$ cat src/rtl/seg_scan_decoder.sv
// seg_scan_decoder
//   Reads back a multiplexed, active-low 7-segment bus and recovers the BCD
//   value on display. It is the inverse of the BCD-to-segment driver and is
//   used for self-check and loop-back of the display path. A digit is
//   captured only after its synced pattern has been steady for STABLE_CYC
//   samples. A frame is published once every digit has been captured.
//
// Parameters
//   DIGITS      number of multiplexed digits (1..8)
//   STABLE_CYC  consecutive identical synced samples needed to capture (2..15)
//
// Ports
//   Clk        system clock, rising edge
//   Rst_n      asynchronous active-low reset
//   Seg_n      segment lines, Seg_n[6]=a .. Seg_n[0]=g, 0 = lit (async to Clk)
//   Dig_n      active-low one-hot digit selects, bit i = digit i (0 = LSD)
//   Bcd_out    last published value, nibble i = digit i
//   Err_out    bit i set when digit i held an illegal glyph in the last frame
//   Frame_vld  1-cycle pulse when Bcd_out/Err_out update
//   Busy       1 while a digit pattern is settling
module seg_scan_decoder #(
  parameter int DIGITS     = 4,
  parameter int STABLE_CYC = 8
) (
  input  logic                  Clk,
  input  logic                  Rst_n,
  input  logic [6:0]            Seg_n,
  input  logic [DIGITS-1:0]     Dig_n,
  output logic [4*DIGITS-1:0]   Bcd_out,
  output logic [DIGITS-1:0]     Err_out,
  output logic                  Frame_vld,
  output logic                  Busy
);

  localparam int              IDX_W   = (DIGITS > 1) ? $clog2(DIGITS) : 1;
  localparam logic [3:0]      CNT_CAP = 4'(STABLE_CYC);
  localparam logic [DIGITS-1:0] DIG_ONE = DIGITS'(1);

  typedef enum logic [1:0] {IDLE, SETTLE, HOLD} state_t;

  // Pattern -> {err, nibble}; anything that is not a 0-9 glyph maps to F.
  function automatic logic [4:0] decode_glyph(input logic [6:0] p);
    case (p)
      7'b0000001: return 5'h00;
      7'b1001111: return 5'h01;
      7'b0010010: return 5'h02;
      7'b0000110: return 5'h03;
      7'b1001100: return 5'h04;
      7'b0100100: return 5'h05;
      7'b0100000: return 5'h06;
      7'b0001111: return 5'h07;
      7'b0000000: return 5'h08;
      7'b0000100: return 5'h09;
      default:    return 5'h1F;
    endcase
  endfunction

  // Exactly one select low: the inverted vector is a nonzero power of two.
  function automatic logic sel_valid(input logic [DIGITS-1:0] d);
    logic [DIGITS-1:0] a;
    a = ~d;
    return (a != '0) && ((a & (a - DIG_ONE)) == '0);
  endfunction

  function automatic logic [IDX_W-1:0] sel_index(input logic [DIGITS-1:0] d);
    logic [IDX_W-1:0] idx;
    idx = '0;
    for (int i = 0; i < DIGITS; i++)
      if (!d[i]) idx = IDX_W'(i);
    return idx;
  endfunction

  logic [6:0]          seg_p0, seg_p1;
  logic [DIGITS-1:0]   dig_p0, dig_p1;
  state_t              state;
  logic [6:0]          lat_seg;
  logic [DIGITS-1:0]   lat_dig;
  logic [3:0]          cnt;
  logic [DIGITS-1:0]   seen;
  logic [4*DIGITS-1:0] shadow_bcd;
  logic [DIGITS-1:0]   shadow_err;

  logic                sel_ok;
  logic [IDX_W-1:0]    sel_idx;
  logic                same;
  logic [4:0]          glyph;
  logic                capture;
  logic                publish;
  logic [DIGITS-1:0]   seen_next;

  // ---- stage p0/p1: two-flop synchronizers, idle bus = all ones ----
  always_ff @(posedge Clk or negedge Rst_n) begin
    if (!Rst_n) begin
      seg_p0 <= '1;
      seg_p1 <= '1;
      dig_p0 <= '1;
      dig_p1 <= '1;
    end else begin
      seg_p0 <= Seg_n;
      seg_p1 <= seg_p0;
      dig_p0 <= Dig_n;
      dig_p1 <= dig_p0;
    end
  end

  // ---- stage p2: settle/capture decisions on synced values ----
  always_comb begin
    sel_ok  = sel_valid(dig_p1);
    sel_idx = sel_index(dig_p1);
    same    = (seg_p1 == lat_seg) && (dig_p1 == lat_dig);
    glyph   = decode_glyph(seg_p1);
    // The sample that brings cnt to STABLE_CYC is the capture sample.
    capture = (state == SETTLE) && sel_ok && same && (cnt == CNT_CAP - 4'd1);
    publish = &seen;
    // Publish clears seen first so a same-edge capture starts the next frame.
    seen_next = publish ? '0 : seen;
    if (capture) seen_next = seen_next | (DIG_ONE << sel_idx);
  end

  always_ff @(posedge Clk or negedge Rst_n) begin
    if (!Rst_n) begin
      state      <= IDLE;
      lat_seg    <= '1;
      lat_dig    <= '1;
      cnt        <= '0;
      Busy       <= 1'b0;
      seen       <= '0;
      shadow_bcd <= '0;
      shadow_err <= '0;
      Bcd_out    <= '0;
      Err_out    <= '0;
      Frame_vld  <= 1'b0;
    end else begin
      case (state)
        IDLE: begin
          if (sel_ok) begin
            state   <= SETTLE;
            lat_seg <= seg_p1;
            lat_dig <= dig_p1;
            cnt     <= 4'd1;
            Busy    <= 1'b1;
          end
        end
        SETTLE: begin
          if (!sel_ok) begin
            state <= IDLE;
            cnt   <= '0;
            Busy  <= 1'b0;
          end else if (!same) begin
            lat_seg <= seg_p1;
            lat_dig <= dig_p1;
            cnt     <= 4'd1;
          end else begin
            cnt <= cnt + 4'd1;
            if (capture) begin
              state <= HOLD;
              Busy  <= 1'b0;
            end
          end
        end
        HOLD: begin
          if (!sel_ok) begin
            state <= IDLE;
            cnt   <= '0;
          end else if (!same) begin
            state   <= SETTLE;
            lat_seg <= seg_p1;
            lat_dig <= dig_p1;
            cnt     <= 4'd1;
            Busy    <= 1'b1;
          end
        end
        default: begin
          state <= IDLE;
          cnt   <= '0;
          Busy  <= 1'b0;
        end
      endcase

      if (capture) begin
        shadow_bcd[4*sel_idx +: 4] <= glyph[3:0];
        shadow_err[sel_idx]        <= glyph[4];
      end

      seen      <= seen_next;
      Frame_vld <= publish;
      if (publish) begin
        Bcd_out <= shadow_bcd;
        Err_out <= shadow_err;
      end
    end
  end

endmodule

$ cat config.mk
export PLATFORM = sky130hd
export DESIGN_NAME = seg_scan_decoder
export DESIGN_NICKNAME = d
export VERILOG_FILES = /design/src/rtl/seg_scan_decoder.sv
export SDC_FILE = /design/constraint.sdc
export NUM_CORES = 1
export LEC_CHECK = 0
export ABC_AREA = 1
export CAP_MARGIN = 15
export CORE_UTILIZATION = 55
export CTS_CLUSTER_DIAMETER = 40
export CTS_CLUSTER_SIZE = 10
export DETAILED_ROUTE_END_ITERATION = 6
export GPL_TIMING_DRIVEN = 0
export PLACE_DENSITY = 0.83
export SLEW_MARGIN = 20
export SYNTH_ARGS = -nofsm -noshare
export SYNTH_HDL_FRONTEND = slang
export SYNTH_SLANG_ARGS = --single-unit
$ cat constraint.sdc
create_clock -name Clk -period 2 [get_ports Clk]
set_input_delay 0.4 -clock Clk [delete_from_list [all_inputs] [get_ports Clk]]
set_output_delay 0.4 -clock Clk [all_outputs]
set_load 0.1 [all_outputs]
After elaboration in Yosys (flattened, before gate mapping)
Index checks and enable logic that the tools add are counted.
Cells by class
  $add $sub $neg: 3
  $lt $le $gt $ge: 2
  equality and inequality tests: 22
  reductions and logical operators: 17
  bitwise gates (word level): 3
  muxes and demuxes: 38
  shifts and indexed selects: 3
Operator list (count)
  5-bit one-hot mux with 10 select lines: 1
  4-bit two-way mux: 10
  4-bit negation with 34-bit output: 1
  4-bit by 34-bit variable shift with 16-bit output, first input constant: 1
  4-bit by 34-bit indexed part select with 16-bit output: 1
  7-bit two-way mux: 3
  16-bit bitwise mux: 1
  2-bit two-way mux: 8
  7-bit by 3-bit equality test with 1-bit output, second input constant: 2
  7-bit by 6-bit equality test with 1-bit output, second input constant: 2
  7-bit equality test, second input constant: 2
  7-bit one-hot mux with 2 select lines: 1
  4-bit one-hot mux with 3 select lines: 1
  4-bit AND reduction: 3
  3-bit inequality test, second input constant: 3
  1-bit two-way mux: 8
  2-bit inequality test, second input constant: 4
  4-bit one-hot mux with 2 select lines: 1
  7-bit by 1-bit equality test with 1-bit output, second input constant: 1
  7-bit by 4-bit equality test with 1-bit output, second input constant: 1
  7-bit by 5-bit equality test with 1-bit output, second input constant: 1
  7-bit equality test: 1
  7-bit logical NOT: 1
  1-bit logical AND: 6
  24 further kinds: 24
Word-level totals
  bits of input ports: 13
  flip-flop bits (word level): 85
  output and inout bits: 22
  logic and storage cells: 103

Logic depth before layout (Yosys ltp)
Gate-level depths: netlist of the first run.
  word-level depth: 12
  depth in mapped cells: 13
  gate-level depth less buffers: 13

Worst setup path after synthesis of the first run
Ideal clock, no wire load.
  path type: reg-to-reg
  start point: reg dig_p1[1]
  end point: reg shadow_bcd[10]
  clock period less this slack: 1.652 ns
  buffers on the path: 1
  library setup time: 0.117 ns
  setup slack: 0.348 ns
  cell stages (with the launch flop): 13
  arrival time: 1.534 ns
  data required time: 1.883 ns
  cell sequence: dfstp_2 -> inv_2 -> nand2_1 -> nand2_1 -> o21ai_1 -> nand2_1 -> inv_2 -> nand2_2 -> nor2_4 -> nand3_2 -> buf_6 -> o21ai_1 -> inv_1
Between the ends
  cells in the longest elaborated chain, start to end: 8
  elaborated cells on any way between the ends: 18
  those cells by class: add/sub (2); eq/ne (1); shift (2); mux (4); bitwise (2); reduce/logical (7)
RTL lines
  from (decl): RTL line 74  | logic [DIGITS-1:0] dig_p0, dig_p1;
  from (signal assigned): RTL line 102  | dig_p1 <= dig_p0;
  branches (longest 8 deep; another with 4-bit negation with 34-bit output)
  to (signal, indexed assignment): RTL line 181  | shadow_bcd[4*sel_idx +: 4] <= glyph[3:0];
  to (decl): RTL line 80  | logic [4*DIGITS-1:0] shadow_bcd;
Several ways; the timed one is not identified.
A chain may end at the register's enable or synchronous reset.

Final worst setup path of the first run
  start point: reg Bcd_out[3]
  end point: out Bcd_out[3]
RTL lines
  from (decl): RTL line 29  | output logic [4*DIGITS-1:0] Bcd_out,
  from (signal assigned): RTL line 188  | Bcd_out <= shadow_bcd;
No word-level cell between the ends.

==> results of run 1 <==
==> where the power goes <==
part / leakage [nW] / internal (mW) / switching, mW
clock network: 0.126 / 0.848 / 0.632
registers: 1.07 / 1.98 / 0.125
logic: 1.15 / 0.266 / 0.474
==> final timing paths <==
check	cells after the start	to	start
min in group asynchronous	2	Bcd_out[5]$_DFFE_PN0P_	Rst_n
max in group asynchronous	3	dig_p1[3]$_DFF_PN1_	Rst_n
setup reg to reg	8	shadow_bcd[2]$_DFFE_PN0P_	seg_p1[3]$_DFF_PN1_
setup / recovery	1	Bcd_out[3]	Bcd_out[3]$_DFFE_PN0P_
hold reg to reg	0	dig_p1[0]$_DFF_PN1_	dig_p0[0]$_DFF_PN1_
hold / removal	0	dig_p1[0]$_DFF_PN1_	dig_p0[0]$_DFF_PN1_
==> cell type report <==
class	count	area [um^2]	area share, %
buffer	7	38.8	0.886
clock buffer	9	124	2.83
clock inverter	7	128	2.92
inverter	47	176	4.03
multi-input combinational	275	1290	29.5
sequential	85	2170	49.5
tap	77	96.3	2.20
timing repair buffer	37	357	8.15
==> cells by family (layout without fill, tap and decap cells) <==
family                   Yosys count  count (layout)  share of synthesized area, %
XOR/XNOR                           6               6                          1.44
AO/OA/AOI/OAI                     36              36                          5.15
flip-flops                        85              85                          59.5
AND/OR/NAND/NOR                  228             228                          26.3
buffers and inverters             54             107                          5.91
adder cells (fa/ha/maj)            5               5                          1.72
==> cells in the mapped netlist <==
master / number / area share [%]
nor3_2: 1 / 0.27
nor3_1: 3 / 0.41
xnor2_1: 4 / 0.96
a21oi_1: 2 / 0.27
nor2_2: 1 / 0.17
a21o_1: 1 / 0.21
dfstp_2: 33 / 24
nand2_2: 3 / 0.52
nand3_1: 16 / 2.2
buf_6: 1 / 0.31
nand2_1: 151 / 16
nand4_1: 5 / 0.86
o21ai_0: 7 / 0.96
nor2_1: 42 / 4.3
nand3_2: 2 / 0.55
inv_2: 6 / 0.62
nor2_4: 1 / 0.31
dfrtp_1: 52 / 36
inv_1: 41 / 4.2
buf_1: 1 / 0.10
and3_1: 1 / 0.17
buf_2: 1 / 0.14
xor2_1: 2 / 0.48
o211ai_1: 1 / 0.21
nand3_4: 1 / 0.48
nor3_4: 1 / 0.45
o21bai_1: 1 / 0.21
buf_4: 1 / 0.21
o21ai_1: 24 / 3.3
ha_1: 5 / 1.7
clkbuf_1: 3 / 0.31
==> per-layer routing <==
layer | wire (um) | GRT usage [%] | share of wire, % | vias up
li1 | - | - | - | 1381
met1 | 2820 | 25.5 | 44 | 1279
met2 | 3230 | 33.8 | 50 | 69
met3 | 300 | 3.98 | 4.6 | 10
met4 | 127 | 12.1 | 2.0 | 0
met5 | 0 | 0 | 0 | -
==> state kept, by name (all words and copies together), names as in the netlist, 2 cells and up <==
name / cells
Bcd_out: 16
shadow_bcd: 16
lat_seg: 7
seg_p0: 7
seg_p1: 7
Err_out: 4
cnt: 4
dig_p0: 4
dig_p1: 4
lat_dig: 4
seen: 4
shadow_err: 4
state: 2
==> what timing repair did <==
action,in CTS,in global routing
resized for setup,27,18
hold endpoints to repair,7,0
pin swaps,0,1
buffers inserted,0,1
hold buffers,1,0
setup endpoints to repair,22,23
cloned,0,0
==> per-stage QoR <==
step	setup TNS, ns	setup slack [ns]
2_1_floorplan	0	0.348
3_3_place_gp	-159.55	-2.24
3_5_place_dp	0	0.109
4_1_cts	0	0.00231
5_1_grt	-0.0665	-0.0244
6_report	0	0.0329
==> summary.txt, run 1 <==
crit-path max cell delay -> 0.83 ns
maximum VDD drop -> 0.723 mV
Max Cap Viol -> 0
DIE AREA -> 6950 um^2
remaining global-route overflow -> 0
H-tree depth -> 3
CP Buf/Inv Count -> 1
CTS tree -> done
Critical Path RT -> 1.60 ns
drt pass-1 iters -> 4
Max Root-Sink Buffers -> 2
chip width -> 83.4 um
utilization after layout -> 68.6%
Max Fclk -> 508 MHz
commonest non-fill, non-tap cells in the layout -> nand2_1 (150), dfrtp_1 (52), inv_1 (41), nor2_1 (40), dfstp_2 (33)
PwrDens -> 987 nW/um^2
Worst setup SP type -> flop
post-route cell area -> 4380 um^2
DRT iter0 DRCs -> 117
GRT Total Usage -> 20.6%
routability cong. -> 0.858
Final Cycle Share -> 98.4%
Final setup viols -> 0
total of warnings raised by yosys -> 0
CTS Buf Count -> 9
Mapped Cells -> 414
clock skew -> 0.0128 ns
syn avg cell area -> 8.80 um^2
Final min period -> 1.97 ns
RSZ-0062 raised after global routing -> yes
number of global-route vias before repair -> 2,576
Routed wire per std cell -> 11.9 um
critical path arrival -> 1.57 ns
diode count -> 0
register area share after synthesis -> 59.5%
CTS Sinks -> 85
Post-Syn Area -> 3640 um^2
detailed placement HPWL -> 4650 um
Hold Vio Cnt, Final -> 0
Port-buffer cells -> 34
status -> complete, no violations
Clock Tree Root -> clkbuf_8
via count -> 2,739
commonest non-fill, non-tap cell in the layout -> nand2_1
placed instance area -> 4110 um^2
Crit path max-delay family -> buffers and inverters
Post-DRT Antenna Nets -> 0
WL final -> 6480 um
P_leak -> 2.34 nW
Initial Utilization -> 57.1%
I/O pin count -> 35
Crit Path Max Fanout -> 2
HP Class -> flop to flop
worst-margin pin slew -> 0.957 ns
final net count -> 480
fillers -> 516
Clock Pin Slew Worst Setup and Hold Paths -> 0.09 ns
residual DRC count -> 0
largest net degree at the start of global routing -> 59
hold slack -> 0.359 ns
clk_lat worst skew -> 0.36 ns
Vias/cell -> 5.03
Mapped Nets -> 432
CP Class -> flop to primary output
layout cell share with drive strength beyond 1 -> 16.7%
max-slew violations -> 0
crit path cell chain -> clkdlybuf4s15_1
Cell Rows -> 29
Layout Cells excl Fill -> 544
number of antenna violations at the first check in global routing -> 0
first-pass GRT wire length -> 11,200 um
slowest cell on the critical path -> clkdlybuf4s15_1
Final Total Pwr -> 4.32 mW
Yosys reg bits -> 85
synth unique cells -> 31
r2r setup slk -> 0.08 ns
slew margin rel. -> 36.4%
DP Cell Count -> 526
Area growth syn-to-layout -> 20.2%
Die Span Y -> 83.4 um
core footprint -> 6390 um^2
Worst setup EP type -> primary output
(Power assumes the default switching activity.)
==> inputs of run 2 (changes only) <==
--- a/config.mk
+++ b/config.mk
@@ -13,7 +13,7 @@
 export DETAILED_ROUTE_END_ITERATION = 6
 export GPL_TIMING_DRIVEN = 0
 export PLACE_DENSITY = 0.83
-export SLEW_MARGIN = 20
+export SKIP_LAST_GASP = 1
 export SYNTH_ARGS = -nofsm -noshare
 export SYNTH_HDL_FRONTEND = slang
 export SYNTH_SLANG_ARGS = --single-unit
==> constraint.sdc (replaced) <==
create_clock -name Clk -period 2 [get_ports Clk]
set_input_delay 0.3 -clock Clk [delete_from_list [all_inputs] [get_ports Clk]]
set_output_delay 0.3 -clock Clk [all_outputs]
set_load 0.1 [all_outputs]
==> run 2 against run 1 <==
Compared with the run above:
- non-clock buffer count unchanged
- hold slack got worse by 0.025 ns
- clock skew about the same
- critical endpoint is now shadow_bcd[7]$_DFFE_PN0P_
==> summary.txt, run 2 (synthesis results as in run 1) <==
critical path's most frequent cell -> nor2_1
number of antenna violations at the first check in global routing -> 0 (unchanged)
detailed placement HPWL -> 4650 um (unchanged)
final net count -> 480 (unchanged)
layout cell share with drive strength beyond 1 -> 16.1% (was 16.7%)
crit path capture -> shadow_bcd[7]$_DFFE_PN0P_ (was Bcd_out[3])
FF-to-FF path depth -> 8 (unchanged)
start point of the critical path -> seg_p1[3]$_DFF_PN1_ (was Bcd_out[3]$_DFFE_PN0P_)
Initial Utilization -> 57.1% (unchanged)
Worst setup EP type -> flop (was primary output)
H-tree depth -> 3 (unchanged)
via count -> 2,749 (was 2,739)
setup TNS -> 0 ns (unchanged)
commonest non-fill, non-tap cells in the layout -> nand2_1 (150), dfrtp_1 (52), inv_1 (41), nor2_1 (40), dfstp_2 (33) (unchanged)
FF-to-FF End -> shadow_bcd[7]$_DFFE_PN0P_ (was shadow_bcd[2]$_DFFE_PN0P_)
Final min period -> 1.91 ns (was 1.97 ns)
largest net degree at the start of global routing -> 59 (unchanged)
core footprint -> 6390 um^2 (unchanged)
Max Cap Viol -> 0 (unchanged)
status -> complete, no violations (unchanged)
first-pass GRT wire length -> 11,200 um (unchanged)
Max Fclk -> 522 MHz (was 508 MHz)
Die Span Y -> 83.4 um (unchanged)
worst-margin pin slew -> 0.960 ns (was 0.957 ns)
Critical Path RT -> 2.26 ns (was 1.60 ns)
residual DRC count -> 0 (unchanged)
CTS tree -> done (unchanged)
Vias/cell -> 5.05 (was 5.03)
Hold Vio Cnt, Final -> 0 (unchanged)
clk_lat worst skew -> 0.37 ns (was 0.36 ns)
maximum VDD drop -> 0.721 mV (was 0.723 mV)
crit-path max cell delay -> 0.60 ns (was 0.83 ns)
remaining global-route overflow -> 0 (unchanged)
Routed wire per std cell -> 11.9 um (about the same)
Final Cycle Share -> 95.7% (was 98.4%)
I/O pin count -> 35 (unchanged)
hold slack -> 0.334 ns (was 0.359 ns)
Cell Rows -> 29 (unchanged)
slowest cell on the critical path -> dfstp_2 (was clkdlybuf4s15_1)
routability cong. -> 0.858 (unchanged)
P_leak -> 2.39 nW (was 2.34 nW)
RSZ-0062 raised after global routing -> yes (unchanged)
HP Class -> input pin to flop (was flop to flop)
worst setup margin -> 0.0861 ns (was 0.0329 ns)
number of global-route vias before repair -> 2,576 (unchanged)
r2r setup slk -> 0.09 ns (was 0.08 ns)
placed instance area -> 4110 um^2 (unchanged)
Post-DRT Antenna Nets -> 0 (unchanged)
CTS Buf Count -> 9 (unchanged)
Worst setup SP type -> flop (unchanged)
drt pass-1 iters -> 4 (unchanged)
Min-Delay Path Depth -> 1 (was 0)
Clock Tree Root -> clkbuf_8 (unchanged)
max-slew violations -> 0 (unchanged)
DIE AREA -> 6950 um^2 (unchanged)
CTS Sinks -> 85 (unchanged)
Area growth syn-to-layout -> 20.1% (was 20.2%)
Final setup viols -> 0 (unchanged)
CP Buf/Inv Count -> 0 (was 1)
crit path cell chain -> xnor2_1, nand2_1, nor2_2, nand3_4, nor3_4, nand2_4, nor2_1, nor2_1 (was clkdlybuf4s15_1)
slew margin rel. -> 36.3% (was 36.4%)
dpl ws -> 0.139 ns (was 0.109 ns)
DRT iter0 DRCs -> 122 (was 117)
CP Class -> flop to flop (was flop to primary output)
diode count -> 0 (unchanged)
PwrDens -> 988 nW/um^2 (was 987 nW/um^2)
Worst path depth -> 8 (was 1)
post-route cell area -> 4380 um^2 (about the same)
GRT Total Usage -> 20.6% (unchanged)
WL final -> 6490 um (was 6480 um)
critical path arrival -> 2.18 ns (was 1.57 ns)
Top Registers -> Bcd_out: 16 flops, shadow_bcd: 16 flops (unchanged)
commonest non-fill, non-tap cell in the layout -> nand2_1 (unchanged)
Clock Pin Slew Worst Setup and Hold Paths -> 0.09 ns (about the same)
clock skew -> 0.0128 ns (about the same)
Max Root-Sink Buffers -> 2 (unchanged)
chip width -> 83.4 um (unchanged)
Crit path max-delay family -> simple AND/OR/NAND/NOR gates (was buffers and inverters)
Crit Path Max Fanout -> 8 (was 2)
Port-buffer cells -> 34 (unchanged)
r2r startpoint -> seg_p1[3]$_DFF_PN1_ (unchanged)
[run 2: cell type report]
cell class              instances  area (um^2)
clock inverters                 7          128
multi-input cells             275         1290
repair buffers                 37          355
clock buffers                   9          124
flip-flops and latches         85         2170
inverters                      47          176
fillers                       526         2010
well taps                      77         96.3
plain buffers                   7         38.8
[run 2: layer usage]
metal	share of wire, %	wire length (um)	vias up	track usage [%]
li1	-	-	1381	-
met1	44	2840	1290	25.5
met2	50	3220	66	33.8
met3	4.2	275	12	3.98
met4	2.2	146	0	12.1
met5	0	0	-	0
[run 2: worst reg2reg max path: stages (launching register included)]
cell and delay [ns]:
dfstp_2 0.60, xnor2_1 0.14, nand2_1 0.10, nor2_2 0.17, nand3_4 0.17, nor3_4 0.35, nand2_4 0.13, nor2_1 0.11
nor2_1 0.05
[run 2: power breakdown]
group          switching [mW]  total, mW  internal [mW]
registers               0.125       2.10           1.98
clock network           0.634       1.48          0.848
logic                   0.474      0.740          0.266
total                    1.23       4.32           3.09
[run 2: metrics by stage]
step                power, mW  instances  utilization, %
finish                   4.32        544            68.5
global route             4.56        544            68.5
CTS                      4.36        543            67.9
detailed placement       2.88        526            64.3
global placement         2.83        525            63.9
floorplan                2.66        414               -
[run 2: worst min-delay path by stage]
stage / start / endpoint / slack [ns]
global route: Seg_n[5] / seg_p0[5]$_DFF_PN1_ / 0.32
CTS: Dig_n[2] / dig_p0[2]$_DFF_PN1_ / 0.32
global placement: dig_p0[1]$_DFF_PN1_ / dig_p1[1]$_DFF_PN1_ / 0.35
finish: Dig_n[2] / dig_p0[2]$_DFF_PN1_ / 0.33
floorplan: Rst_n / Bcd_out[0]$_DFFE_PN0P_ / 0.004
detailed placement: Rst_n / Err_out[2]$_DFFE_PN0P_ / 0.24
[run 2: timing repair]
action,in CTS,in global routing
cloned,0,0
hold endpoints to repair,7,0
pin swaps,0,1
buffers inserted,0,1
hold buffers,1,0
endpoints found under the setup margin,22,13
gates resized for setup,22,7
==> variant 1, RTL diff (settings of run 1) <==
Reset style: synchronous (`Rst_n`), changed in 2 clocked blocks. Comments in the files are not updated.
--- a/src/rtl/seg_scan_decoder.sv
+++ b/src/rtl/seg_scan_decoder.sv
@@ -89,7 +89,7 @@
   logic [DIGITS-1:0]   seen_next;
 
   // ---- stage p0/p1: two-flop synchronizers, idle bus = all ones ----
-  always_ff @(posedge Clk or negedge Rst_n) begin
+  always_ff @(posedge Clk) begin
     if (!Rst_n) begin
       seg_p0 <= '1;
       seg_p1 <= '1;
@@ -117,7 +117,7 @@
     if (capture) seen_next = seen_next | (DIG_ONE << sel_idx);
   end
 
-  always_ff @(posedge Clk or negedge Rst_n) begin
+  always_ff @(posedge Clk) begin
     if (!Rst_n) begin
       state      <= IDLE;
       lat_seg    <= '1;
Check against the original RTL: differs if Rst_n is asserted again (counterexample within 4 cycles, from zero or initial values and one cycle with Rst_n low); with Rst_n held inactive, the same outputs for 10 cycles.
==> variant 1 against run 1 <==
  * The flow now finishes with violations (DRC)
  * Critical path depth unchanged
  * Non-clock buffer count increased by 10
  * Global-route usage increased by 3.4 points
  * Worst hold slack improved by 0.047 ns
  * Combinational power decreased by 18%
  * Worst setup slack improved by 0.0025 ns
  * Wire length increased by 27%
  * Synthesized cell count increased by 25%
  * Total power decreased by 16%
  * Cell area increased by 2.4%
  * Area after synthesis increased by 3.7%
  * Sequential cell count unchanged
  * Register-to-register slack improved by 0.03 ns
  * Largest cell class is now multi-input gates
==> variant 1: results (changes against run 1) <==
[placement]
placed_area_um2=4220  ; was 4110 µm²

[min_path]
min_path_cells=1  ; was 0

[sta]
finalClockSkew_ns=0.0104  ; was 0.0128 ns

[setup_path]
r2r_end=shadow_err[0]  ; was shadow_bcd[2]
r2r_setup_slack_ns=0.11  ; was 0.08 ns
r2r-start=lat_seg[0]  ; was seg_p1[3]
startpoint=Bcd_out[9]  ; was Bcd_out[3]

[logic_synthesis]
synth-xor-area-share_pct=1.16  ; was 1.44%
synthTopCellsByArea=dfxtp_1 (45%), nand2_1 (12%), nor2_1 (8.3%)  ; was dfrtp_1 (36%), dfstp_2 (24%), nand2_1 (16%)
synthAdderAreaFrac_pct=4.30  ; was 1.72%
syn_area_um2=3780  ; was 3640 µm²
synth_compound_area_share_pct=10.5  ; was 5.15%
ys_top_cells_by_count=nand2_1 (125), dfxtp_1 (85), nor2_1 (84), inv_1 (54), a21oi_1 (33)  ; was nand2_1 (151), dfrtp_1 (52), nor2_1 (42), inv_1 (41), dfstp_2 (33)
syn_nets=545  ; was 432

[detailed_routing]
drtIter0Drc=213  ; was 117
firstDrtPassIters=7  ; was 4
drc_errors=3  ; was 0

[outcome]
status=complete, but fails checks  ; was finished, final reports clean
violations=DRC

[power]
p_leak_uw=0.00214  ; was 0.00234 µW
pwr_density_cell_nw_per_um2=811  ; was 987 nW/µm²

[finish]
num-multi-input-gates=362  ; was 275
n_fill_cell=541  ; was 516
nets=596  ; was 480
clkbuf_count=11  ; was 9
buf_share_pct=9.29  ; was 9.03%

[global_routing]
grt_max_degree=14  ; was 59

==> variant 1: layer usage <==
metal  global-route usage (%)  wire length (µm)
met1                     29.8              3770
met2                     39.6              3840
met3                     6.52               427
met4                     9.86               212
met5                        0                 0
==> variant 1: worst max-delay path by stage <==
stage	end	slack [ns]
after floorplan	shadow_bcd[0]	0.18
after global placement	shadow_bcd[2]	-0.14
after detailed placement	shadow_bcd[0]	-0.21
after CTS	Bcd_out[9]	0.02
after global routing	shadow_bcd[0]	-0.006
final	Bcd_out[9]	0.04
==> variant 1: metrics by stage <==
stage	hold WS, ns	power (µW)
floorplan	0.393	2280
global placement	0.395	2390
detailed placement	0.397	2410
CTS	0.412	3590
global route	0.424	3800
finish	0.406	3630
==> variant 1: power breakdown <==
group	switching, µW	leakage [µW]	internal, µW
clock network	603	0.0000992	603
logic	398	0.00135	211
registers	56.7	0.000691	1760
total	1060	0.00214	2580
==> variant 2, RTL diff (config.mk and constraints of run 1) <==
Without the edit above. The parameter `DIGITS` goes from 4 to 2.
--- a/src/rtl/seg_scan_decoder.sv
+++ b/src/rtl/seg_scan_decoder.sv
@@ -19,7 +19,7 @@
 //   Frame_vld  1-cycle pulse when Bcd_out/Err_out update
 //   Busy       1 while a digit pattern is settling
 module seg_scan_decoder #(
-  parameter int DIGITS     = 4,
+  parameter int DIGITS     = 2,
   parameter int STABLE_CYC = 8
 ) (
   input  logic                  Clk,
Interface: changed (resized Bcd_out, Dig_n and Err_out); port bits go from 35 to 23. The function was not compared with the original's and may differ.
==> variant 2 against run 1 <==
  * Area after synthesis fell by 29%
  * Worst hold slack got worse by 0.27 ns
  * Largest cell class unchanged
  * The flow now finishes with violations (DRC)
  * Via count fell by 29%
  * Sequential cell count fell by 28
  * Wire length fell by 32%
  * Highest routed layer unchanged
  * Combinational power rose by 9.6%
  * Cell area fell by 30%
  * Clock skew fell by 0.0043 ns
  * Total power fell by 26%
  * Critical path type unchanged
  * Non-clock buffer count fell by 15
  * Worst setup slack improved by 0.012 ns
==> variant 2: results (changes against run 1) <==
[setup_path]
crit_path_max_fanout=2  ; unchanged
rr_worst_depth=13  ; was 8
slowest_delay_ns=0.87  ; was 0.83 ns
cpMaxStageDelayCell=dlygate4sd2_1  ; was clkdlybuf4s15_1

[logic_synthesis]
synthTopCellsByArea=dfrtp_1 (29%), dfstp_2 (27%), nand2_1 (16%)  ; was dfrtp_1 (36%), dfstp_2 (24%), nand2_1 (16%)
ys_top_cells_by_count=nand2_1 (111), dfrtp_1 (30), inv_1 (30), dfstp_2 (27), nand3_1 (18)  ; was nand2_1 (151), dfrtp_1 (52), nor2_1 (42), inv_1 (41), dfstp_2 (33)
synth_compound_area_share_pct=6.72  ; was 5.15%
synth-xor-area-share_pct=1.31  ; was 1.44%
synth.mux.area_fraction_pct=0  ; unchanged
syn_nets=303  ; was 432
synthAdderAreaFrac_pct=2.42  ; was 1.72%
synthDistinctLibCells=28  ; was 31
ys_seq_area_share_pct=56.4  ; was 59.5%

[clock_network]
cts.clk_slew.worst_paths_ns=0.06  ; was 0.09 ns
cts_resized=12  ; was 27
cts_num_sinks=57  ; was 85
insertion_delay_ns=0.33  ; was 0.36 ns
cts_max_level=3  ; unchanged

[finish]
n_fill_cell=367  ; was 516
clkbuf_count=11  ; was 9
nNonClkBuffers=29  ; was 44
clock_area_share_pct=5.94  ; was 5.74%
final_layout_size_suffix_gt1_share_pct=21.7  ; was 16.7%
nets=338  ; was 480
seq_area_share_pct=47.8  ; was 49.5%
inverters=32  ; was 47
multi_input_area_share_pct=31.5  ; was 29.5%
num-multi-input-gates=193  ; was 275
reg_top3=Bcd_out x8, shadow_bcd x8  ; was Bcd_out x16, shadow_bcd x16
buf_share_pct=8.48  ; was 9.03%

[sta]
worst_pin_slew_ns=0.960  ; was 0.957 ns
finalClockSkew_ns=0.00850  ; was 0.0128 ns

[global_routing]
grt_use_met2_pct=33.4  ; was 33.8%
grt_max_degree=58  ; was 59
grt_first_pass_wirelength_um=7640  ; was 11,200 µm
gr-usage-met3_pct=5.56  ; was 3.98%
grt_pass1_vias=1849  ; was 2,576
grt_usage_pct=20.2  ; was 20.6%
use_met1_pct=23.4  ; was 25.5%

[power]
irDropWorstVdd_mv=0.698  ; was 0.723 mV
swShare_pct=32.3  ; was 28.5%
p_leak_uw=0.00161  ; was 0.00234 µW
comb_power_share_pct=25.2  ; was 17.1%
p_seq_uw=1460  ; was 2100 µW

[detailed_routing]
met1Wirelength_um=1880  ; was 2820 µm
firstDrtPassIters=6  ; was 4
wl_met2_um=2160  ; was 3230 µm
wl_met3_um=184  ; was 300 µm
viasPerCell=5.13  ; was 5.03
drc_errors=2  ; was 0
routedWlPerCell_um=11.6  ; was 11.9 µm
drtIter0Drc=135  ; was 117

[placement]
gp_congestion=0.958  ; was 0.858
port_buffers=22  ; was 34
dp_hpwl_um=3060  ; was 4650 µm

[min_path]
hp-class=input port to async pin  ; was flip-flop to flip-flop

[outcome]
status=complete, but fails checks  ; was finished, final reports clean
violations=DRC

-- variant 2: worst paths after layout --
check | end | from | slack, ns
worst max-delay path | Busy | Busy | 0.04
worst min-delay path | cnt[1] | Rst_n | 0.09
worst max register to register | shadow_err[1] | dig_p1[1] | 0.15
worst min register to register | seg_p1[4] | seg_p0[4] | 0.35
max in group asynchronous | Bcd_out[2] | Rst_n | 1.43
min in group Clk | seg_p1[4] | seg_p0[4] | 0.35
-- variant 2: through the flow --
step	worst slack (ns)	cell area (µm²)	hold slack [ns]	power (µW)	cells
3_3_place_gp	-1.07	2870	0.345	2230	361
4_1_cts	0.0321	3040	0.119	3220	377
6_report	0.0448	3050	0.0881	3210	379
3_5_place_dp	0.118	2870	0.347	2270	361
2_1_floorplan	0.332	2590	0.104	2080	287
5_1_grt	-0.0178	3050	0.166	3400	379
